==> src/rtl/serial_pkg.sv <==
// Shared definitions for the serial shift controller: state encoding and
// elaboration-time width helpers.
package serial_pkg;

   localparam logic [1:0] ST_IDLE  = 2'd0;
   localparam logic [1:0] ST_SHIFT = 2'd1;
   localparam logic [1:0] ST_DONE  = 2'd2;

   typedef enum logic [1:0] {
      IDLE  = ST_IDLE,
      SHIFT = ST_SHIFT,
      DONE  = ST_DONE
   } state_t;

   // Ceiling log2; clog2(1) = 0.
   function automatic int clog2(input int value);
      int r;
      r = 0;
      while ((1 << r) < value) r++;
      return r;
   endfunction

   // Counter width able to hold value-1, never narrower than one bit.
   function automatic int cnt_width(input int value);
      return (clog2(value) < 1) ? 1 : clog2(value);
   endfunction

endpackage

==> src/rtl/bit_tick_div.sv <==
// Per-bit hold divider: counts down from a loaded value and flags tick while
// the count sits at zero.
module bit_tick_div
   import serial_pkg::*;
#(
   parameter int BIT_DIV = 1,
   parameter int CNT_W   = clog2(BIT_DIV) + 1
) (
   input  logic             clk,
   input  logic             rst_n,
   input  logic             load,
   input  logic [CNT_W-1:0] reload,
   output logic             tick
);

   logic [CNT_W-1:0] cnt_q;

   // The count parks at zero, so it can never wrap below it.
   always_ff @(posedge clk or negedge rst_n) begin
      if (!rst_n) begin
         cnt_q <= '0;
      end else if (load) begin
         cnt_q <= reload;
      end else if (cnt_q != '0) begin
         cnt_q <= cnt_q - CNT_W'(1);
      end
   end

   assign tick = (cnt_q == '0);

endmodule

==> src/rtl/serial_shift_ctrl.sv <==
// Accepts one word over valid/ready and shifts it out on out_bit, holding
// each bit for BIT_DIV cycles, then pulses done for one cycle.
module serial_shift_ctrl
   import serial_pkg::*;
#(
   parameter int WIDTH     = 8,
   parameter int BIT_DIV   = 1,
   parameter bit MSB_FIRST = 1'b1
) (
   input  logic             clk,
   input  logic             rst_n,
   input  logic             in_valid,
   output logic             in_ready,
   input  logic [WIDTH-1:0] in_data,
   input  logic             abort,
   output logic             out_bit,
   output logic             out_valid,
   output logic             busy,
   output logic             done
);

   localparam int BIT_W = cnt_width(WIDTH);
   localparam int DIV_W = clog2(BIT_DIV) + 1;
   localparam logic [BIT_W-1:0] LAST_BIT   = BIT_W'(WIDTH - 1);
   localparam logic [DIV_W-1:0] DIV_RELOAD = DIV_W'(BIT_DIV - 1);

   state_t            state_q;
   state_t            state_d;
   logic [WIDTH-1:0]  shreg_q;
   logic [BIT_W-1:0]  bitcnt_q;
   logic              ready_en_q;
   logic              tick;
   logic              accept;
   logic              bit_step;
   logic              last_step;
   logic              div_load;
   logic [DIV_W-1:0]  div_reload;

   // Handshake: a word transfers on a rising edge where in_valid and in_ready
   // are both high and abort is low; in_ready depends on state only, never on
   // in_valid, and in_data is captured at that edge and ignored afterwards.
   assign accept    = (state_q == IDLE) && in_valid && in_ready && !abort;
   assign bit_step  = (state_q == SHIFT) && tick && (bitcnt_q != '0) && !abort;
   assign last_step = (state_q == SHIFT) && tick && (bitcnt_q == '0);

   // Abort forces the divider to zero so a cancelled word leaves no residue.
   assign div_load   = accept || bit_step || abort;
   assign div_reload = abort ? '0 : DIV_RELOAD;

   bit_tick_div #(
      .BIT_DIV (BIT_DIV),
      .CNT_W   (DIV_W)
   ) u_div (
      .clk    (clk),
      .rst_n  (rst_n),
      .load   (div_load),
      .reload (div_reload),
      .tick   (tick)
   );

   always_ff @(posedge clk or negedge rst_n) begin
      if (!rst_n) begin
         state_q <= IDLE;
      end else begin
         state_q <= state_d;
      end
   end

   // Holds in_ready low until the first edge after reset release.
   always_ff @(posedge clk or negedge rst_n) begin
      if (!rst_n) begin
         ready_en_q <= 1'b0;
      end else begin
         ready_en_q <= 1'b1;
      end
   end

   always_ff @(posedge clk or negedge rst_n) begin
      if (!rst_n) begin
         shreg_q  <= '0;
         bitcnt_q <= '0;
      end else if (abort) begin
         shreg_q  <= '0;
         bitcnt_q <= '0;
      end else if (accept) begin
         shreg_q  <= in_data;
         bitcnt_q <= LAST_BIT;
      end else if (bit_step) begin
         shreg_q  <= MSB_FIRST ? {shreg_q[WIDTH-2:0], 1'b0} : {1'b0, shreg_q[WIDTH-1:1]};
         bitcnt_q <= bitcnt_q - BIT_W'(1);
      end else if (last_step) begin
         shreg_q  <= '0;
      end
   end

   always_comb begin
      state_d   = state_q;
      in_ready  = 1'b0;
      out_valid = 1'b0;
      out_bit   = 1'b0;
      busy      = 1'b0;
      done      = 1'b0;
      case (state_q)
         IDLE: begin
            in_ready = ready_en_q;
            if (accept) state_d = SHIFT;
         end
         SHIFT: begin
            out_valid = 1'b1;
            busy      = 1'b1;
            out_bit   = MSB_FIRST ? shreg_q[WIDTH-1] : shreg_q[0];
            if (abort) begin
               state_d = IDLE;
            end else if (last_step) begin
               state_d = DONE;
            end
         end
         DONE: begin
            busy    = 1'b1;
            done    = 1'b1;
            state_d = IDLE;
         end
         default: state_d = IDLE;
      endcase
   end

endmodule

==> config.mk <==
export PLATFORM = sky130hd
export DESIGN_NAME = serial_shift_ctrl
export DESIGN_NICKNAME = d
export VERILOG_FILES = /design/src/rtl/serial_pkg.sv /design/src/rtl/bit_tick_div.sv /design/src/rtl/serial_shift_ctrl.sv
export SDC_FILE = /design/constraint.sdc
export NUM_CORES = 1
export LEC_CHECK = 0
export ABC_CLOCK_PERIOD_IN_PS = 2400
export BUFFER_PORTS_ARGS = -buffer_cell sky130_fd_sc_hd__clkbuf_2
export CORE_UTILIZATION = 51
export DETAILED_ROUTE_END_ITERATION = 12
export HOLD_SLACK_MARGIN = 0.06
export PLACE_DENSITY = 0.8
export SLEW_MARGIN = 15
export SYNTH_ARGS = -nofsm -noshare
export SYNTH_HDL_FRONTEND = slang
export SYNTH_SLANG_ARGS = --single-unit
export TNS_END_PERCENT = 10
==> constraint.sdc <==
create_clock -name clk -period 2.4 [get_ports clk]
set_clock_uncertainty 0.2 [all_clocks]
set_input_delay 0.48 -clock clk [delete_from_list [all_inputs] [get_ports clk]]
set_output_delay 0.48 -clock clk [all_outputs]
set_load 0.1 [all_outputs]
==> results.py <==
metrics = {
    "run_status": {
        "outcome": "complete, no violations",
    },
    "logic_synthesis": {
        "synth.most_common_cell": "dfrtp_1",
        "synth_top_area_share_pct": 46.4,
        "synth_common_cells": "dfrtp_1, nor2_1, ha_1, nand2_1, inv_1",
        "synth_area_leader_cell": "dfrtp_1",
        "synth_area_sq_um": 756,
        "ys.warnings.count": 0,
        "synth_area_leaders": "dfrtp_1, ha_1, a221oi_1, nor2_1, a22oi_1",
        "syn_nets": 90,
        "synthFlopType": "dfrtp_1",
        "async_flop_share_pct": 100,
        "syn_area_per_cell_sq_um": 10.5,
        "synth_edf_count": 0,
        "synth_cell_types": 27,
        "syn_inst": 72,
        "synth_seq_area_share_pct": 46.4,
        "ys_ff_latch": 14,
    },
    "worst_setup_path": {
        "cp_slowest_cell": "clkbuf_2",
        "cp-start-kind": "flip-flop",
        "crit_path_end_kind": "output pin",
        "critPathKind": "reg -> out",
        "worstPathCellList": "inv_1, ha_1, and2_1, clkbuf_2",
        "cp_max_fo": 6,
        "timing.critical_path.max_delay_family": "buffers and inverters",
        "cpPeakStageDelay_ns": 0.45,
        "crit_buf_inv": 2,
        "critPathRequiredTime_ns": 1.72,
        "arrival_ns": 1.62,
    },
    "global_routing": {
        "grtUsageTotal_pct": 20.1,
        "grt_max_degree": 15,
        "grt_pass1_vias": 506,
        "grt_pass1_wl_um": 2090,
        "grt_overflow": 0,
        "met2_usage_pct": 28.6,
        "grt_use_met3_pct": 5.00,
        "antenna_found_initial": 0,
        "grt-busiest-layer": "met2",
        "use_met1_pct": 26.9,
    },
    "timing": {
        "rsz0062_at_grt": "false",
        "worst_pin_slew_ns": 0.543,
        "fin_crit_ns": 2.30,
        "relSlewSlack_pct": 63.9,
        "drv_slew": 0,
        "setup_viol": 0,
        "max_clock_freq_mhz": 436,
        "hold_viol": 0,
        "setup_tns_ns": 0,
        "period_share_pct": 95.6,
    },
    "clocking": {
        "clockBufferDepth": 2,
        "cts_tree": "yes",
        "h-tree-depth": 1,
        "cts_buffers": 3,
        "clock_sinks": 14,
        "clk_latency_ns": 0.27,
        "root_buffer": "clkbuf_4",
        "clk_pin_slew_ns": 0.08,
    },
    "floorplan": {
        "rows": 13,
        "core_sq_um": 1330,
        "ios": 17,
        "initial_core_util_pct": 56.7,
        "fp.dieH_um": 40.5,
        "die_w_um": 40.5,
        "design.die.area_sq_um": 1640,
    },
    "run": {
        "maxCapViolCount": 0,
    },
    "final_layout": {
        "regArea_sq_um": 350,
        "multi_input_area_sq_um": 379,
        "syn_to_final_growth_pct": 16.4,
        "final_nets": 111,
        "fillers": 106,
        "antennaDiodeCount": 0,
        "drive_above_1_share_pct": 33.0,
    },
    "min_path": {
        "hold_class": "in -> reg",
    },
    "power_and_ir_drop": {
        "p_leak_nw": 0.437,
        "powerDensity_nw_per_um2": 1370,
        "power_mw": 1.20,
        "ir_drop_v": 0.00107,
    },
    "drt": {
        "detail-route-antenna-nets": 0,
        "wl_um": 1370,
        "drt_iter0_drc": 7,
        "via_per_inst": 5.48,
        "drcViolationCount": 0,
        "num_vias": 581,
        "avgRoutedWirePerCell_um": 12.9,
        "firstDrtPassIters": 2,
    },
    "place": {
        "place_congestion": 0.780,
        "portBuffers": 16,
        "dp_hpwl_um": 1030,
    },
}
==> area by class of cell <==
class                   instances  area share, %
repair buffers                 17           10.2
clock buffers                   3           2.56
flip-flops and latches         14           39.8
multi-input cells              52           43.1
well taps                      15           2.13
inverters                       5           2.13
==> routing by layer <==
| layer | up-vias | routed length, um |
|---|---|---|
| li1 | 296 | - |
| met1 | 272 | 701 |
| met2 | 9 | 613 |
| met3 | 4 | 36 |
| met4 | 0 | 19 |
| met5 | - | 0 |
==> cell families (layout without fill, tap and decap cells) <==
family,Yosys count,after routing,share of synthesized area [%]
buffers and inverters,6,25,3.97
other,1,1,0.496
and+or+nand+nor,27,27,20.5
DFF,14,14,46.4
AOI/OAI and AO/OA,17,17,17.2
adders and majority gates,6,6,9.93
muxes,1,1,1.49
==> path summary, 6_finish.rpt <==
kind	from	endpoint	slack [ns]	cells past startpoint
setup / recovery	state_q[0]	in_ready	0.10	4
hold / removal	in_data[3]	shreg_q[3]	0.20	3
setup reg to reg	state_q[1]	state_q[0]	0.36	6
hold reg to reg	shreg_q[7]	shreg_q[7]	0.30	2
max in group asynchronous	rst_n	shreg_q[3]	1.31	2
min in group asynchronous	rst_n	bitcnt_q[0]	0.43	2
==> layout by cell type, fill, tap and decap left out <==
| master | instances |
|---|---|
| a211oi_1 | 1 |
| a21boi_0 | 1 |
| a21oi_1 | 3 |
| a221oi_1 | 4 |
| a22o_2 | 1 |
| a22oi_1 | 3 |
| a311o_2 | 1 |
| and2_1 | 1 |
| and2_2 | 1 |
| and3_1 | 1 |
| and4b_1 | 1 |
| buf_2 | 1 |
| clkbuf_2 | 15 |
| clkbuf_4 | 3 |
| conb_1 | 1 |
| dfrtp_1 | 14 |
| dlygate4sd3_1 | 1 |
| ha_1 | 5 |
| ha_2 | 1 |
| inv_1 | 5 |
| mux2_2 | 1 |
| nand2_1 | 6 |
| nand2b_2 | 1 |
| nor2_1 | 9 |
| nor2b_1 | 2 |
| nor3_2 | 1 |
| nor3_4 | 1 |
| o22ai_1 | 2 |
| o32ai_1 | 1 |
| or2_2 | 1 |
| or2b_2 | 1 |
| or3_2 | 1 |
==> registers in the layout, indices dropped and copies added (netlist names) <==
| name | cells |
|---|---|
| ready_en_q | 1 |
| bitcnt_q | 3 |
| state_q | 2 |
| shreg_q | 8 |
==> per-stage QoR <==
step	instances	area (sq um)	worst slack, ns	hold slack, ns	utilization [%]
finish	106	880	0.105	0.199	65.9
global route	106	880	0.00750	0.190	65.9
CTS	106	880	0.0643	0.196	65.9
detailed placement	102	847	0.367	0.208	63.5
global placement	102	847	0.404	0.200	63.5
floorplan	72	759	0.104	-0.0156	-
==> report_power, final <==
group / total [mW] / switching [mW] / internal [mW]
clock network: 0.129 / 0.0710 / 0.0581
logic: 0.714 / 0.517 / 0.197
registers: 0.358 / 0.0439 / 0.314
==> worst min-delay path: stages <==
cell	delay, ns
clkbuf_2	0.08
nand2_1	0.04
nand2_1	0.05
==> timing repair <==
action,CTS,global route
hold endpoints to repair,14,0
setup buffers,0,0
hold buffers,1,0
gates resized for setup,0,1
endpoints found under the setup margin,0,1
(Power assumes the default switching activity.)
